### config.mk
export PLATFORM = sky130hd
export DESIGN_NAME = id_stage
export DESIGN_NICKNAME = d
export VERILOG_FILES = /design/src/rtl/id_stage.sv
export SDC_FILE = /design/constraint.sdc
export NUM_CORES = 1
export LEC_CHECK = 0
export BUFFER_PORTS_ARGS = -buffer_cell sky130_fd_sc_hd__buf_2
export CORE_MARGIN = 1.5
export CORE_UTILIZATION = 33
export DETAILED_ROUTE_END_ITERATION = 16
export SETUP_SLACK_MARGIN = 0.02
export SLEW_MARGIN = 10
export SYNTH_ARGS = -nofsm -noshare
export SYNTH_HDL_FRONTEND = slang
export SYNTH_SLANG_ARGS = --single-unit
### constraint.sdc
create_clock -name clk -period 4.39 [get_ports clk]
set_input_delay 0.878 -clock clk [delete_from_list [all_inputs] [get_ports clk]]
set_output_delay 0.878 -clock clk [all_outputs]
set_load 0.02 [all_outputs]
### src/rtl/id_stage.sv
// Decode stage: instruction FIFO feeding a single registered decode/issue slot with load-use interlock.
// Optional divide scoreboard enabled by defining ID_DIV_SCOREBOARD_EN.
module id_stage #(
    parameter int DEPTH = 4
) (
    input  logic        clk,
    input  logic        rst,

    input  logic        inst_valid_i,
    input  logic [31:0] inst_i,
    input  logic [31:0] inst_addr_i,
    output logic        inst_ready_o,
    input  logic        flush_i,

    output logic [4:0]  reg1_raddr_o,
    output logic [4:0]  reg2_raddr_o,
    input  logic [31:0] reg1_rdata_i,
    input  logic [31:0] reg2_rdata_i,

    output logic        ex_valid_o,
    input  logic        ex_ready_i,

    output logic [31:0] op1_o,
    output logic [31:0] op2_o,
    output logic        reg_wen_o,
    output logic [4:0]  reg_w_addr_o,
    output logic [31:0] inst_o,
    output logic [31:0] inst_addr_o,
    output logic [31:0] reg1_rdata_o,
    output logic [31:0] reg2_rdata_o,
    output logic        mem_ren_o,
    output logic [31:0] mem_raddr_o,

    input  logic        div_done_i
);

    localparam int PW = $clog2(DEPTH);
    localparam int CW = PW + 1;
    localparam logic [CW-1:0] FULL_CNT = CW'(DEPTH);

    localparam logic [6:0] OPC_LOAD   = 7'b0000011;
    localparam logic [6:0] OPC_OP_IMM = 7'b0010011;
    localparam logic [6:0] OPC_AUIPC  = 7'b0010111;
    localparam logic [6:0] OPC_STORE  = 7'b0100011;
    localparam logic [6:0] OPC_OP     = 7'b0110011;
    localparam logic [6:0] OPC_LUI    = 7'b0110111;
    localparam logic [6:0] OPC_BRANCH = 7'b1100011;
    localparam logic [6:0] OPC_JALR   = 7'b1100111;
    localparam logic [6:0] OPC_JAL    = 7'b1101111;

    logic [31:0]   fifo_inst [DEPTH];
    logic [31:0]   fifo_addr [DEPTH];
    logic [PW-1:0] wr_ptr;
    logic [PW-1:0] rd_ptr;
    logic [CW-1:0] count;

    logic push;
    logic pop;
    logic issue;
    logic stall;
    logic head_valid;

    logic [31:0] head_inst;
    logic [31:0] head_addr;
    logic [6:0]  opc;
    logic [4:0]  rd;
    logic [2:0]  f3;
    logic [4:0]  rs1;
    logic [4:0]  rs2;
    logic [6:0]  f7;
    logic [31:0] imm_i;
    logic [31:0] imm_j;
    logic [31:0] imm_u;

    logic        known;
    logic        rd_rs1;
    logic        rd_rs2;
    logic        writes_rd;
    logic        is_div;
    logic [31:0] d_op1;
    logic [31:0] d_op2;
    logic        d_mem_ren;
    logic [31:0] d_mem_raddr;
    logic        d_wen;
    logic [4:0]  d_waddr;

    assign inst_ready_o = (count != FULL_CNT);
    assign head_valid   = (count != '0);
    assign push         = inst_valid_i & inst_ready_o & ~flush_i;
    assign pop          = issue;

    always_ff @(posedge clk) begin
        if (push) begin
            fifo_inst[wr_ptr] <= inst_i;
            fifo_addr[wr_ptr] <= inst_addr_i;
        end
    end

    always_ff @(posedge clk) begin
        if (!rst) begin
            wr_ptr <= '0;
            rd_ptr <= '0;
            count  <= '0;
        end else if (flush_i) begin
            wr_ptr <= '0;
            rd_ptr <= '0;
            count  <= '0;
        end else begin
            if (push) wr_ptr <= wr_ptr + PW'(1);
            if (pop)  rd_ptr <= rd_ptr + PW'(1);
            case ({push, pop})
                2'b10:   count <= count + CW'(1);
                2'b01:   count <= count - CW'(1);
                default: count <= count;
            endcase
        end
    end

    assign head_inst = fifo_inst[rd_ptr];
    assign head_addr = fifo_addr[rd_ptr];
    assign opc   = head_inst[6:0];
    assign rd    = head_inst[11:7];
    assign f3    = head_inst[14:12];
    assign rs1   = head_inst[19:15];
    assign rs2   = head_inst[24:20];
    assign f7    = head_inst[31:25];
    assign imm_i = {{20{head_inst[31]}}, head_inst[31:20]};
    assign imm_j = {{11{head_inst[31]}}, head_inst[31], head_inst[19:12],
                    head_inst[20], head_inst[30:21], 1'b0};
    assign imm_u = {head_inst[31:12], 12'b0};

    // Unrecognised encodings leave everything at zero so they issue as bubbles.
    always_comb begin
        known       = 1'b0;
        rd_rs1      = 1'b0;
        rd_rs2      = 1'b0;
        writes_rd   = 1'b0;
        is_div      = 1'b0;
        d_op1       = '0;
        d_op2       = '0;
        d_mem_ren   = 1'b0;
        d_mem_raddr = '0;
        case (opc)
            OPC_OP_IMM: begin
                if (f3 == 3'b001) begin
                    known = (f7 == 7'b0000000);
                    d_op2 = {27'b0, rs2};
                end else if (f3 == 3'b101) begin
                    known = (f7 == 7'b0000000) || (f7 == 7'b0100000);
                    d_op2 = {27'b0, rs2};
                end else begin
                    known = 1'b1;
                    d_op2 = imm_i;
                end
                if (known) begin
                    rd_rs1    = 1'b1;
                    writes_rd = 1'b1;
                    d_op1     = reg1_rdata_i;
                end else begin
                    d_op2 = '0;
                end
            end
            OPC_OP: begin
                if (f7 == 7'b0000001) begin
                    known  = 1'b1;
                    is_div = f3[2];
                end else begin
                    known = (f7 == 7'b0000000) ||
                            ((f7 == 7'b0100000) && ((f3 == 3'b000) || (f3 == 3'b101)));
                end
                if (known) begin
                    rd_rs1    = 1'b1;
                    rd_rs2    = 1'b1;
                    writes_rd = 1'b1;
                    d_op1     = reg1_rdata_i;
                    d_op2     = reg2_rdata_i;
                end
            end
            OPC_BRANCH, OPC_STORE: begin
                if (opc == OPC_BRANCH) known = (f3 != 3'b010) && (f3 != 3'b011);
                else                   known = (f3 == 3'b000) || (f3 == 3'b001) || (f3 == 3'b010);
                if (known) begin
                    rd_rs1 = 1'b1;
                    rd_rs2 = 1'b1;
                    d_op1  = reg1_rdata_i;
                    d_op2  = reg2_rdata_i;
                end
            end
            OPC_LOAD: begin
                known = (f3 != 3'b011) && (f3 != 3'b110) && (f3 != 3'b111);
                if (known) begin
                    rd_rs1      = 1'b1;
                    writes_rd   = 1'b1;
                    d_mem_ren   = 1'b1;
                    d_mem_raddr = reg1_rdata_i + imm_i;
                end
            end
            OPC_JAL: begin
                known     = 1'b1;
                writes_rd = 1'b1;
                d_op1     = imm_j;
            end
            OPC_JALR: begin
                known = (f3 == 3'b000);
                if (known) begin
                    rd_rs1    = 1'b1;
                    writes_rd = 1'b1;
                    d_op1     = reg1_rdata_i;
                    d_op2     = imm_i;
                end
            end
            OPC_LUI, OPC_AUIPC: begin
                known     = 1'b1;
                writes_rd = 1'b1;
                d_op1     = imm_u;
            end
            default: known = 1'b0;
        endcase
    end

    // Divide results come back through the divider, never through this write port.
    assign d_wen   = writes_rd & ~is_div & (rd != 5'd0);
    assign d_waddr = writes_rd ? rd : 5'd0;

    assign reg1_raddr_o = (head_valid & rd_rs1) ? rs1 : 5'd0;
    assign reg2_raddr_o = (head_valid & rd_rs2) ? rs2 : 5'd0;

    logic hazard_load;
    logic hazard_div;

    assign hazard_load = ex_valid_o & mem_ren_o & (reg_w_addr_o != 5'd0) &
                         ((rd_rs1 & (rs1 == reg_w_addr_o)) | (rd_rs2 & (rs2 == reg_w_addr_o)));

`ifdef ID_DIV_SCOREBOARD_EN
    logic       div_busy;
    logic [4:0] div_busy_addr;

    assign hazard_div = div_busy & ((rd_rs1 & (rs1 == div_busy_addr)) |
                                    (rd_rs2 & (rs2 == div_busy_addr)) |
                                    (writes_rd & (rd == div_busy_addr)) |
                                    is_div);

    always_ff @(posedge clk) begin
        if (!rst) begin
            div_busy      <= 1'b0;
            div_busy_addr <= 5'd0;
        end else if (issue && is_div) begin
            div_busy      <= 1'b1;
            div_busy_addr <= rd;
        end else if (div_done_i && div_busy) begin
            div_busy <= 1'b0;
        end
    end
`else
    logic div_done_unused;
    assign div_done_unused = div_done_i;
    assign hazard_div      = 1'b0;
`endif

    assign stall = hazard_load | hazard_div;
    assign issue = head_valid & ~stall & (~ex_valid_o | ex_ready_i) & ~flush_i;

    always_ff @(posedge clk) begin
        if (!rst) begin
            ex_valid_o   <= 1'b0;
            op1_o        <= '0;
            op2_o        <= '0;
            reg_wen_o    <= 1'b0;
            reg_w_addr_o <= '0;
            inst_o       <= '0;
            inst_addr_o  <= '0;
            reg1_rdata_o <= '0;
            reg2_rdata_o <= '0;
            mem_ren_o    <= 1'b0;
            mem_raddr_o  <= '0;
        end else if (flush_i) begin
            ex_valid_o <= 1'b0;
        end else if (issue) begin
            ex_valid_o   <= 1'b1;
            op1_o        <= d_op1;
            op2_o        <= d_op2;
            reg_wen_o    <= d_wen;
            reg_w_addr_o <= d_waddr;
            inst_o       <= head_inst;
            inst_addr_o  <= head_addr;
            reg1_rdata_o <= rd_rs1 ? reg1_rdata_i : 32'd0;
            reg2_rdata_o <= rd_rs2 ? reg2_rdata_i : 32'd0;
            mem_ren_o    <= d_mem_ren;
            mem_raddr_o  <= d_mem_raddr;
        end else if (ex_ready_i) begin
            ex_valid_o <= 1'b0;
        end
    end

endmodule

==> impl_metrics.json, run 1 <==
{
  "placement.cell_area_um2": 23500,
  "synth.area.top_cells": "edfxtp_1 37%, dfxtp_1 23%, mux4_2 7.0%",
  "pwr-share-seq_pct": 48.2,
  "multiInputGateArea_um2": 7580,
  "cp_top_family": "compound AO/OA/AOI/OAI gates",
  "maxCapViolations": 0,
  "clkTransAtPathRegs_ps": 60,
  "pwr-share-clk_pct": 43.8,
  "dieWidth_um": 253,
  "clock_latency_ps": 610,
  "crit_type": "flip-flop to primary output",
  "worst_slew_pin_slew_ps": 1060,
  "syn_area_per_cell_um2": 12.0,
  "gp_congestion": 0.898,
  "ys_types": 64,
  "initial_core_util_pct": 33.4,
  "cp.depth": 9,
  "mostFrequentLayoutCell": "buf_2",
  "synth.top_cell.area_share_pct": 37.2,
  "place.detailed.hpwl_mm": 43.3,
  "utilization_pct": 41.0,
  "rsz0062_at_grt": "false",
  "slowest_delay_ps": 630,
  "synth_largest_area_cell": "edfxtp_1",
  "power_uw": 10400,
  "p_int_uw": 7920,
  "io_pins": 377,
  "slowest_stage": "mux4_2",
  "cp_cell_sequence": "buf_12 > mux4_2 > xor2_1 > o31a_1 > o21a_1 > o211ai_2 > nor2b_4 > and2_1 > buf_2",
  "worstHoldPathType": "flip-flop to flip-flop",
  "worst_setup_path_end_kind": "primary output",
  "grt_pass1_wl_mm": 93.2,
  "cp-start-kind": "flip-flop",
  "syn_area_um2": 20700,
  "postSynthCellCount": 1717,
  "crit_arrival_ps": 3400,
  "synthToLayoutAreaGrowth_pct": 22.8,
  "p_leak_uw": 0.00943,
  "path_buf_inv": 2,
  "clock-sinks": 497,
  "final_cell_mix": "374 x buf_2, 259 x nand2_1, 256 x edfxtp_1",
  "seq_area_um2": 12500,
  "clk_root_buffer_cell": "clkbuf_16",
  "grt_pass1_vias": 14800,
  "holdBufCountCts": 0,
  "wl_mm": 63.4,
  "rr_worst_depth": 16,
  "swShare_pct": 23.6,
  "rows": 91,
  "drtIter0Drc": 1193,
  "synth_edf_count": 256,
  "finalSetupViolations": 0,
  "htree_levels": 2,
  "setup_tns_ps": 0,
  "cts_tree": "built",
  "max-vdd-ir-drop_mv": 0.274,
  "grtUsageTotal_pct": 19.4,
  "required_ps": 3510,
  "cts_buffers": 53,
  "antenna_found_initial": 8,
  "grt_overflow": 0,
  "synth_nets": 1889,
  "p_per_area_nw_per_um2": 409,
  "fillers": 5904,
  "dieArea_um2": 64100,
  "comb_power_share_pct": 8.0,
  "grt_max_degree": 176,
  "stdcell_area_um2": 25400,
  "p_switching_uw": 2450,
  "wl_per_cell_um": 21.4,
  "skew_ps": 36.6,
  "first_pass_iters": 5,
  "period_needed_ps": 4280,
  "die_height_um": 253,
  "post-route-period-util_pct": 97.5,
  "hold_viol_final": 0,
  "antenna_left": 0,
  "synth_flop_cell": "edfxtp_1",
  "slew_violations": 0,
  "drive_gt1_share_pct": 27.9,
  "ys_ff_latch": 497,
  "final_nets": 2253,
  "core_um2": 61800,
  "cts_max_path_buffers": 3,
  "drc_errors": 0,
  "ys_seq_area_share_pct": 60.6,
  "hold_depth": 2,
  "via_count": 15200,
  "outcome": "complete, no violations",
  "ys_async_sr_fraction_pct": 0,
  "slew_headroom_pct": 29.1,
  "critPathMaxFanout": 11,
  "io_buffers": 375,
  "yosys_warnings": 0,
  "max_freq_mhz": 234,
  "via_per_inst": 5.11
}
-- final cells by class --
cell class	count	area share, %
antenna	6	0.0592
clock buffer	75	5.83
clock inverter	21	1.08
inverter	16	0.266
multi-input combinational	1084	29.9
sequential	497	49.4
tap	837	4.13
timing repair buffer	429	9.40
-- synthesized netlist by cell type (3+ instances only) --
| cell type | count |
|---|---|
| a21boi_1 | 131 |
| nand3_1 | 134 |
| a21boi_0 | 33 |
| a2111oi_0 | 3 |
| dfxtp_1 | 241 |
| nor2b_1 | 8 |
| a21o_1 | 7 |
| a22oi_1 | 12 |
| and4b_1 | 3 |
| and2_1 | 19 |
| buf_6 | 4 |
| edfxtp_1 | 256 |
| inv_1 | 15 |
| ha_1 | 36 |
| buf_1 | 4 |
| nor3_1 | 38 |
| buf_4 | 7 |
| a31oi_1 | 4 |
| nor2_1 | 72 |
| xnor2_1 | 23 |
| xor2_1 | 19 |
| or2_2 | 3 |
| or3_1 | 4 |
| o21ai_0 | 26 |
| o21a_1 | 5 |
| buf_2 | 44 |
| mux4_2 | 64 |
| a221oi_1 | 23 |
| or4_1 | 3 |
| o31ai_1 | 7 |
| and3_1 | 8 |
| nand2_1 | 259 |
| clkbuf_1 | 61 |
| a211oi_1 | 26 |
| nand4_1 | 13 |
| and4_1 | 4 |
| o211ai_1 | 3 |
| nor3b_1 | 11 |
| a21oi_1 | 42 |
| o21bai_1 | 4 |
| o2111ai_1 | 3 |
| nand3b_1 | 6 |
-- state kept, by name, indices dropped and copies added (netlist names), named ones only --
signal	cells
fifo_addr	128
op2_o	32
reg_wen_o	1
reg1_rdata_o	32
mem_ren_o	1
ex_valid_o	1
count	3
inst_o	32
wr_ptr	2
reg_w_addr_o	5
mem_raddr_o	32
inst_addr_o	32
op1_o	32
reg2_rdata_o	32
rd_ptr	2
fifo_inst	128
-- logic make-up after synthesis --
group,after synthesis,synth area share (%)
multiplexers,64,6.98
XOR/XNOR,42,1.78
buffers and inverters,136,3.01
adder cells (fa/ha/maj),38,2.37
flip-flops,497,60.6
AO/OA/AOI/OAI,347,12.0
AND/OR/NAND/NOR,593,13.2
-- power by group through the flow --
| stage | combinational [uW] | sequential, uW | clock [uW] |
|---|---|---|---|
| after floorplan | 446 | 5140 | 0 |
| after CTS | 830 | 5000 | 4660 |
| after detailed placement | 820 | 5100 | 0 |
| after global routing | 907 | 5000 | 4830 |
| after global placement | 806 | 5090 | 0 |
| final | 830 | 4990 | 4540 |
-- worst register-to-register path, stage by stage (launching register included) --
cell,delay (ps)
dfxtp_4,420
buf_12,180
mux4_2,590
buf_4,200
and4b_1,200
a22o_1,240
a22oi_2,190
o211ai_2,140
buf_4,160
a221o_4,430
inv_8,90
ha_1,170
inv_1,60
fa_1,370
xor2_1,160
or3_1,310
a21oi_1,150
-- through the flow --
stage	worst slack (ps)	hold WS (ps)	std cells
floorplan	288	469	1717
CTS	22.5	449	2955
global placement	426	436	2850
detailed placement	370	440	2850
finish	109	444	2965
global route	0.820	456	2960
-- timing repair --
| action | CTS | global route |
|---|---|---|
| resized for setup | 3 | 3 |
| endpoints found under the setup margin | 10 | 5 |
| gates cloned | 0 | 1 |
| pin swaps | 1 | 1 |
| setup buffers | 9 | 3 |
-- layer usage --
| layer | part of all wire [%] | global-route usage [%] |
|---|---|---|
| met4 | 2.8 | 5.90 |
| met1 | 42 | 25.0 |
| met3 | 7.8 | 5.53 |
| met5 | 0.073 | 0 |
| met2 | 47 | 31.4 |
-- worst paths after layout --
path / start / end / slack [ps]
hold reg to reg: reg1_rdata_o[11] / reg1_rdata_o[11] / 440
hold / removal: reg1_rdata_o[11] / reg1_rdata_o[11] / 440
setup / recovery: flip-flop / reg1_raddr_o[4] / 110
setup reg to reg: flip-flop / count[2] / 280
(Power assumes the default switching activity.)
==> run 2, diff against run 1 <==
--- a/config.mk
+++ b/config.mk
@@ -9,6 +9,7 @@
 export CORE_MARGIN = 1.5
 export CORE_UTILIZATION = 33
 export DETAILED_ROUTE_END_ITERATION = 16
+export PLACE_DENSITY_LB_ADDON = 0.15
 export SETUP_SLACK_MARGIN = 0.02
 export SLEW_MARGIN = 10
 export SYNTH_ARGS = -nofsm -noshare
==> impl_metrics.json, run 2 (synthesis gave the netlist of run 1 again) <==
{
  "maxCapViolations": 0,
  "wl_per_cell_um": 21.9,
  "slowest_delay_ps": 550,
  "synthToLayoutAreaGrowth_pct": 23.9,
  "clk_root_buffer_cell": "clkbuf_16",
  "skew_ps": 25.8,
  "drc_errors": 0,
  "worstHoldPathType": "flip-flop to flip-flop",
  "grt_max_degree": 128,
  "slew_violations": 0,
  "clock_latency_ps": 630,
  "max-vdd-ir-drop_mv": 0.317,
  "clkTransAtPathRegs_ps": 60,
  "final_nets": 2255,
  "setup_tns_ps": 0,
  "drtIter0Drc": 1123,
  "die_height_um": 253,
  "holdBufCountCts": 0,
  "reg_top3": "fifo_addr (128), fifo_inst (128)",
  "critPathMaxFanout": 11,
  "cts_buffers": 55,
  "whs_ps": 444,
  "via_per_inst": 5.08,
  "rows": 91,
  "clock-sinks": 497,
  "power_uw": 10800,
  "antenna_left": 0,
  "dieWidth_um": 253,
  "wl_mm": 65.1,
  "mostFrequentLayoutCell": "buf_2",
  "via_count": 15100,
  "grt_pass1_wl_mm": 94.5,
  "io_pins": 377,
  "final_cell_mix": "374 x buf_2, 259 x nand2_1, 256 x edfxtp_1",
  "io_buffers": 375,
  "place.detailed.hpwl_mm": 43.7,
  "cp_common_cell": "buf_4",
  "rsz0062_at_grt": "false",
  "drive_gt1_share_pct": 28.4,
  "p_per_area_nw_per_um2": 421,
  "worst_slew_pin_slew_ps": 1080,
  "crit_arrival_ps": 3280,
  "instances_no_fill": 2969,
  "post-route-period-util_pct": 94.8,
  "outcome": "complete, no violations",
  "gp_congestion": 0.847,
  "cts_tree": "built",
  "crit_type": "flip-flop to primary output",
  "cp-start-kind": "flip-flop",
  "worst_setup_path_end_kind": "primary output",
  "period_needed_ps": 4160,
  "dp_cells": 2849,
  "htree_levels": 2,
  "grt_overflow": 0,
  "first_pass_iters": 5,
  "cts_max_path_buffers": 3,
  "slew_headroom_pct": 27.9,
  "finalSetupViolations": 0,
  "cp_cell_sequence": "buf_12 > mux4_2 > buf_4 > buf_4 > and4b_1 > a22o_1 > a22oi_2 > o211ai_2 > nor2b_4 > and2_1 > buf_2",
  "hold_viol_final": 0,
  "initial_core_util_pct": 33.4,
  "utilization_pct": 41.4,
  "required_ps": 3510,
  "max_freq_mhz": 240,
  "antenna_found_initial": 8,
  "p_leak_uw": 0.00956,
  "grtUsageTotal_pct": 19.8,
  "grt_pass1_vias": 14500,
  "core_um2": 61800,
  "dieArea_um2": 64100,
  "slowest_stage": "mux4_2"
}
==> run 2: changes by cell type in the layout (fill, tap and decap cells not counted), sizes merged <==
cell,before,now
bufinv,5,8
buf,428,429
diode,6,2
inv,19,17
clkinv,11,20
clkbuf,76,73
==> run 2: repair_timing <==
action / CTS / global route
resized for setup: 5 / 1
gates cloned: 0 / 0
setup endpoints to repair: 6 / 6
setup buffers: 0 / 14
pin swaps: 0 / 2
hold endpoints to repair: 0 / 0
==> run 2: path summary, 6_finish.rpt <==
| kind | start | endpoint | cells past startpoint | slack [ps] |
|---|---|---|---|---|
| min | mem_raddr_o[13] | mem_raddr_o[13] | 2 | 440 |
| min reg2reg | mem_raddr_o[13] | mem_raddr_o[13] | 2 | 440 |
| max reg2reg | flip-flop | count[2] | 17 | 240 |
| max | flip-flop | reg1_raddr_o[2] | 11 | 230 |
==> run 2: routing by layer <==
metal	track usage (%)	vias to the layer above	share of wire [%]
met5	0	-	0.12
met4	6.28	12	2.7
met3	5.38	103	7.1
met2	31.6	425	46
met1	26.1	7465	44
li1	-	7089	-
==> run 2: cell type report <==
type | count | area [um2]
clock buffers | 73 | 1570
flip-flops and latches | 497 | 12500
diodes | 2 | 5.00
multi-input cells | 1084 | 7590
well taps | 837 | 1050
clock inverters | 31 | 400
fillers | 5960 | 36200
inverters | 16 | 67.6
repair buffers | 429 | 2400
==> run 2: where the power goes <==
part | switching [uW] | total [uW] | internal [uW]
Clock | 1960 | 4950 | 2980
Sequential | 31.7 | 4990 | 4960
Combinational | 529 | 830 | 301
==> run 2: critical path, delay by kind of cell, from the launching register on <==
kind | cells | cell delay [ps]
AOI/OAI and AO/OA | 3 | 500
buffers and inverters | 4 | 650
DFF | 1 | 430
muxes | 1 | 550
and+or+nand+nor | 3 | 540
==> run 2: through the flow <==
| step | worst slack [ps] | instance area, um2 |
|---|---|---|
| global route | 22.2 | 25600 |
| floorplan | 288 | 20700 |
| CTS | 38.9 | 25500 |
| finish | 227 | 25600 |
| global placement | 405 | 23500 |
| detailed placement | 376 | 23500 |
==> run 3, diff against run 2 <==
--- a/config.mk
+++ b/config.mk
@@ -10,6 +10,7 @@
 export CORE_UTILIZATION = 33
 export DETAILED_ROUTE_END_ITERATION = 16
 export PLACE_DENSITY_LB_ADDON = 0.15
+export RECOVER_POWER = 25
 export SETUP_SLACK_MARGIN = 0.02
 export SLEW_MARGIN = 10
 export SYNTH_ARGS = -nofsm -noshare
==> impl_metrics.json, run 3 (synthesis gave the netlist of run 1 again) <==
{
  "busiest_layer": "met2",
  "slowest_delay_ps": 550,
  "clk_root_buffer_cell": "clkbuf_16",
  "drive_gt1_share_pct": 25.4,
  "cts_buffers": 55,
  "initial_core_util_pct": 33.4,
  "r2r_slack_ps": 230,
  "first_pass_iters": 5,
  "wl_per_cell_um": 22.0,
  "clock-sinks": 497,
  "required_ps": 3510,
  "via_count": 15100,
  "dp_slack_ps": 376,
  "worst_setup_path_end_kind": "primary output",
  "slew_violations": 0,
  "htree_levels": 2,
  "hold_depth": 2,
  "grt_pass1_wl_mm": 94.5,
  "reg_top3": "fifo_addr (128), fifo_inst (128)",
  "drc_errors": 0,
  "finalSetupViolations": 0,
  "cts_tree": "built",
  "die_height_um": 253,
  "clkTransAtPathRegs_ps": 60,
  "p_leak_uw": 0.00939,
  "antenna_found_initial": 7,
  "max_freq_mhz": 240,
  "rsz0062_at_grt": "false",
  "period_needed_ps": 4170,
  "io_buffers": 375,
  "core_um2": 61800,
  "clock_latency_ps": 630,
  "final_nets": 2255,
  "max-vdd-ir-drop_mv": 0.317,
  "p_per_area_nw_per_um2": 422,
  "synthToLayoutAreaGrowth_pct": 23.5,
  "cp_common_cell": "buf_4",
  "critPathMaxFanout": 11,
  "cp_cell_sequence": "buf_12 > mux4_2 > buf_4 > buf_4 > and4b_1 > a22o_1 > a22oi_2 > o211ai_2 > nor2b_4 > and2_1 > buf_2",
  "dp_cells": 2849,
  "skew_ps": 25.4,
  "gp_congestion": 0.847,
  "cp-start-kind": "flip-flop",
  "rows": 91,
  "met3_usage_pct": 5.38,
  "utilization_pct": 41.3,
  "path_buf_inv": 4,
  "worst_slew_pin_slew_ps": 1080,
  "gr-usage-met2_pct": 31.6,
  "dieWidth_um": 253,
  "slew_headroom_pct": 27.9,
  "grt_overflow": 0,
  "r2r_end": "count[2]",
  "min_from": "mem_raddr_o[13]",
  "instances_no_fill": 2970,
  "via_per_inst": 5.07,
  "met1_usage_pct": 26.1,
  "worstHoldPathType": "flip-flop to flip-flop",
  "maxCapViolations": 0,
  "setup_tns_ps": 0,
  "hold_path_end": "mem_raddr_o[13]",
  "io_pins": 377,
  "crit_type": "flip-flop to primary output",
  "grtUsageTotal_pct": 19.8,
  "cts_max_path_buffers": 3,
  "wl_mm": 65.2,
  "hold_viol_final": 0,
  "outcome": "complete, no violations",
  "dieArea_um2": 64100,
  "holdBufCountCts": 0,
  "crit_arrival_ps": 3290,
  "finalWorstSetupSlack_ps": 221,
  "cp_top_family": "buffers and inverters",
  "final_cell_mix": "311 x buf_2, 259 x nand2_1, 256 x edfxtp_1",
  "mostFrequentLayoutCell": "buf_2",
  "antenna_left": 0,
  "post-route-period-util_pct": 95.0,
  "slowest_stage": "mux4_2",
  "place.detailed.hpwl_mm": 43.7,
  "grt_pass1_vias": 14500,
  "grt_max_degree": 128,
  "drtIter0Drc": 1135,
  "rr_worst_depth": 17
}
run 3: cell count changes in the layout (fill, tap and decap cells not counted):
cell / change
buf_2: -63
clkbuf_1: +63
diode_2: +1
run 3: cell type report:
cell class | instances | area, um2
antenna | 3 | 7.51
clock buffer | 73 | 1570
clock inverter | 31 | 400
fill | 5982 | 36300
inverter | 16 | 67.6
multi-input combinational | 1084 | 7590
sequential | 497 | 12500
tap | 837 | 1050
timing repair buffer | 429 | 2320
run 3: metal layers:
layer,vias to the layer above,part of all wire [%],wire length (um)
met3,98,7.2,4710
met1,7452,44,28700
li1,7084,-,-
met2,420,46,30100
met5,-,0.10,68
met4,10,2.6,1700
run 3: worst min-delay path: cells and delay by family (launching register included):
family / cells / cell delay (ps)
AOI/OAI and AO/OA: 1 / 50
and+or+nand+nor: 1 / 50
DFF: 1 / 300
run 3: worst max path at each step:
stage | from | to | slack [ps] | cells past startpoint
6_report | flip-flop | reg1_raddr_o[2] | 220 | 11
4_1_cts | flip-flop | reg1_raddr_o[2] | 40 | 9
3_3_place_gp | flip-flop | mem_raddr_o[28] | 410 | 12
5_1_grt | flip-flop | count[2] | 20 | 17
3_5_place_dp | flip-flop | reg1_raddr_o[2] | 380 | 9
2_1_floorplan | flip-flop | count[2] | 290 | 19
run 3: metrics by stage:
| step | total power (uW) | hold slack (ps) | area (um2) |
|---|---|---|---|
| after floorplan | 5580 | 469 | 20700 |
| after global placement | 5910 | 436 | 23500 |
| after detailed placement | 5920 | 439 | 23500 |
| after CTS | 10900 | 413 | 25500 |
| after global routing | 11100 | 458 | 25500 |
| final | 10800 | 444 | 25500 |
run 3: repair_timing:
item	4_1_cts	5_1_grt
pin swaps	0	2
setup endpoints to repair	6	6
gates resized for setup	5	1
buffers inserted	0	14
run 3: where the power goes:
part	switching (uW)	leakage [uW]	total, uW	internal [uW]
Combinational	529	0.00415	822	293
Sequential	31.8	0.00427	4990	4960
Clock	1960	0.000965	4950	2980
Total	2530	0.00939	10800	8240
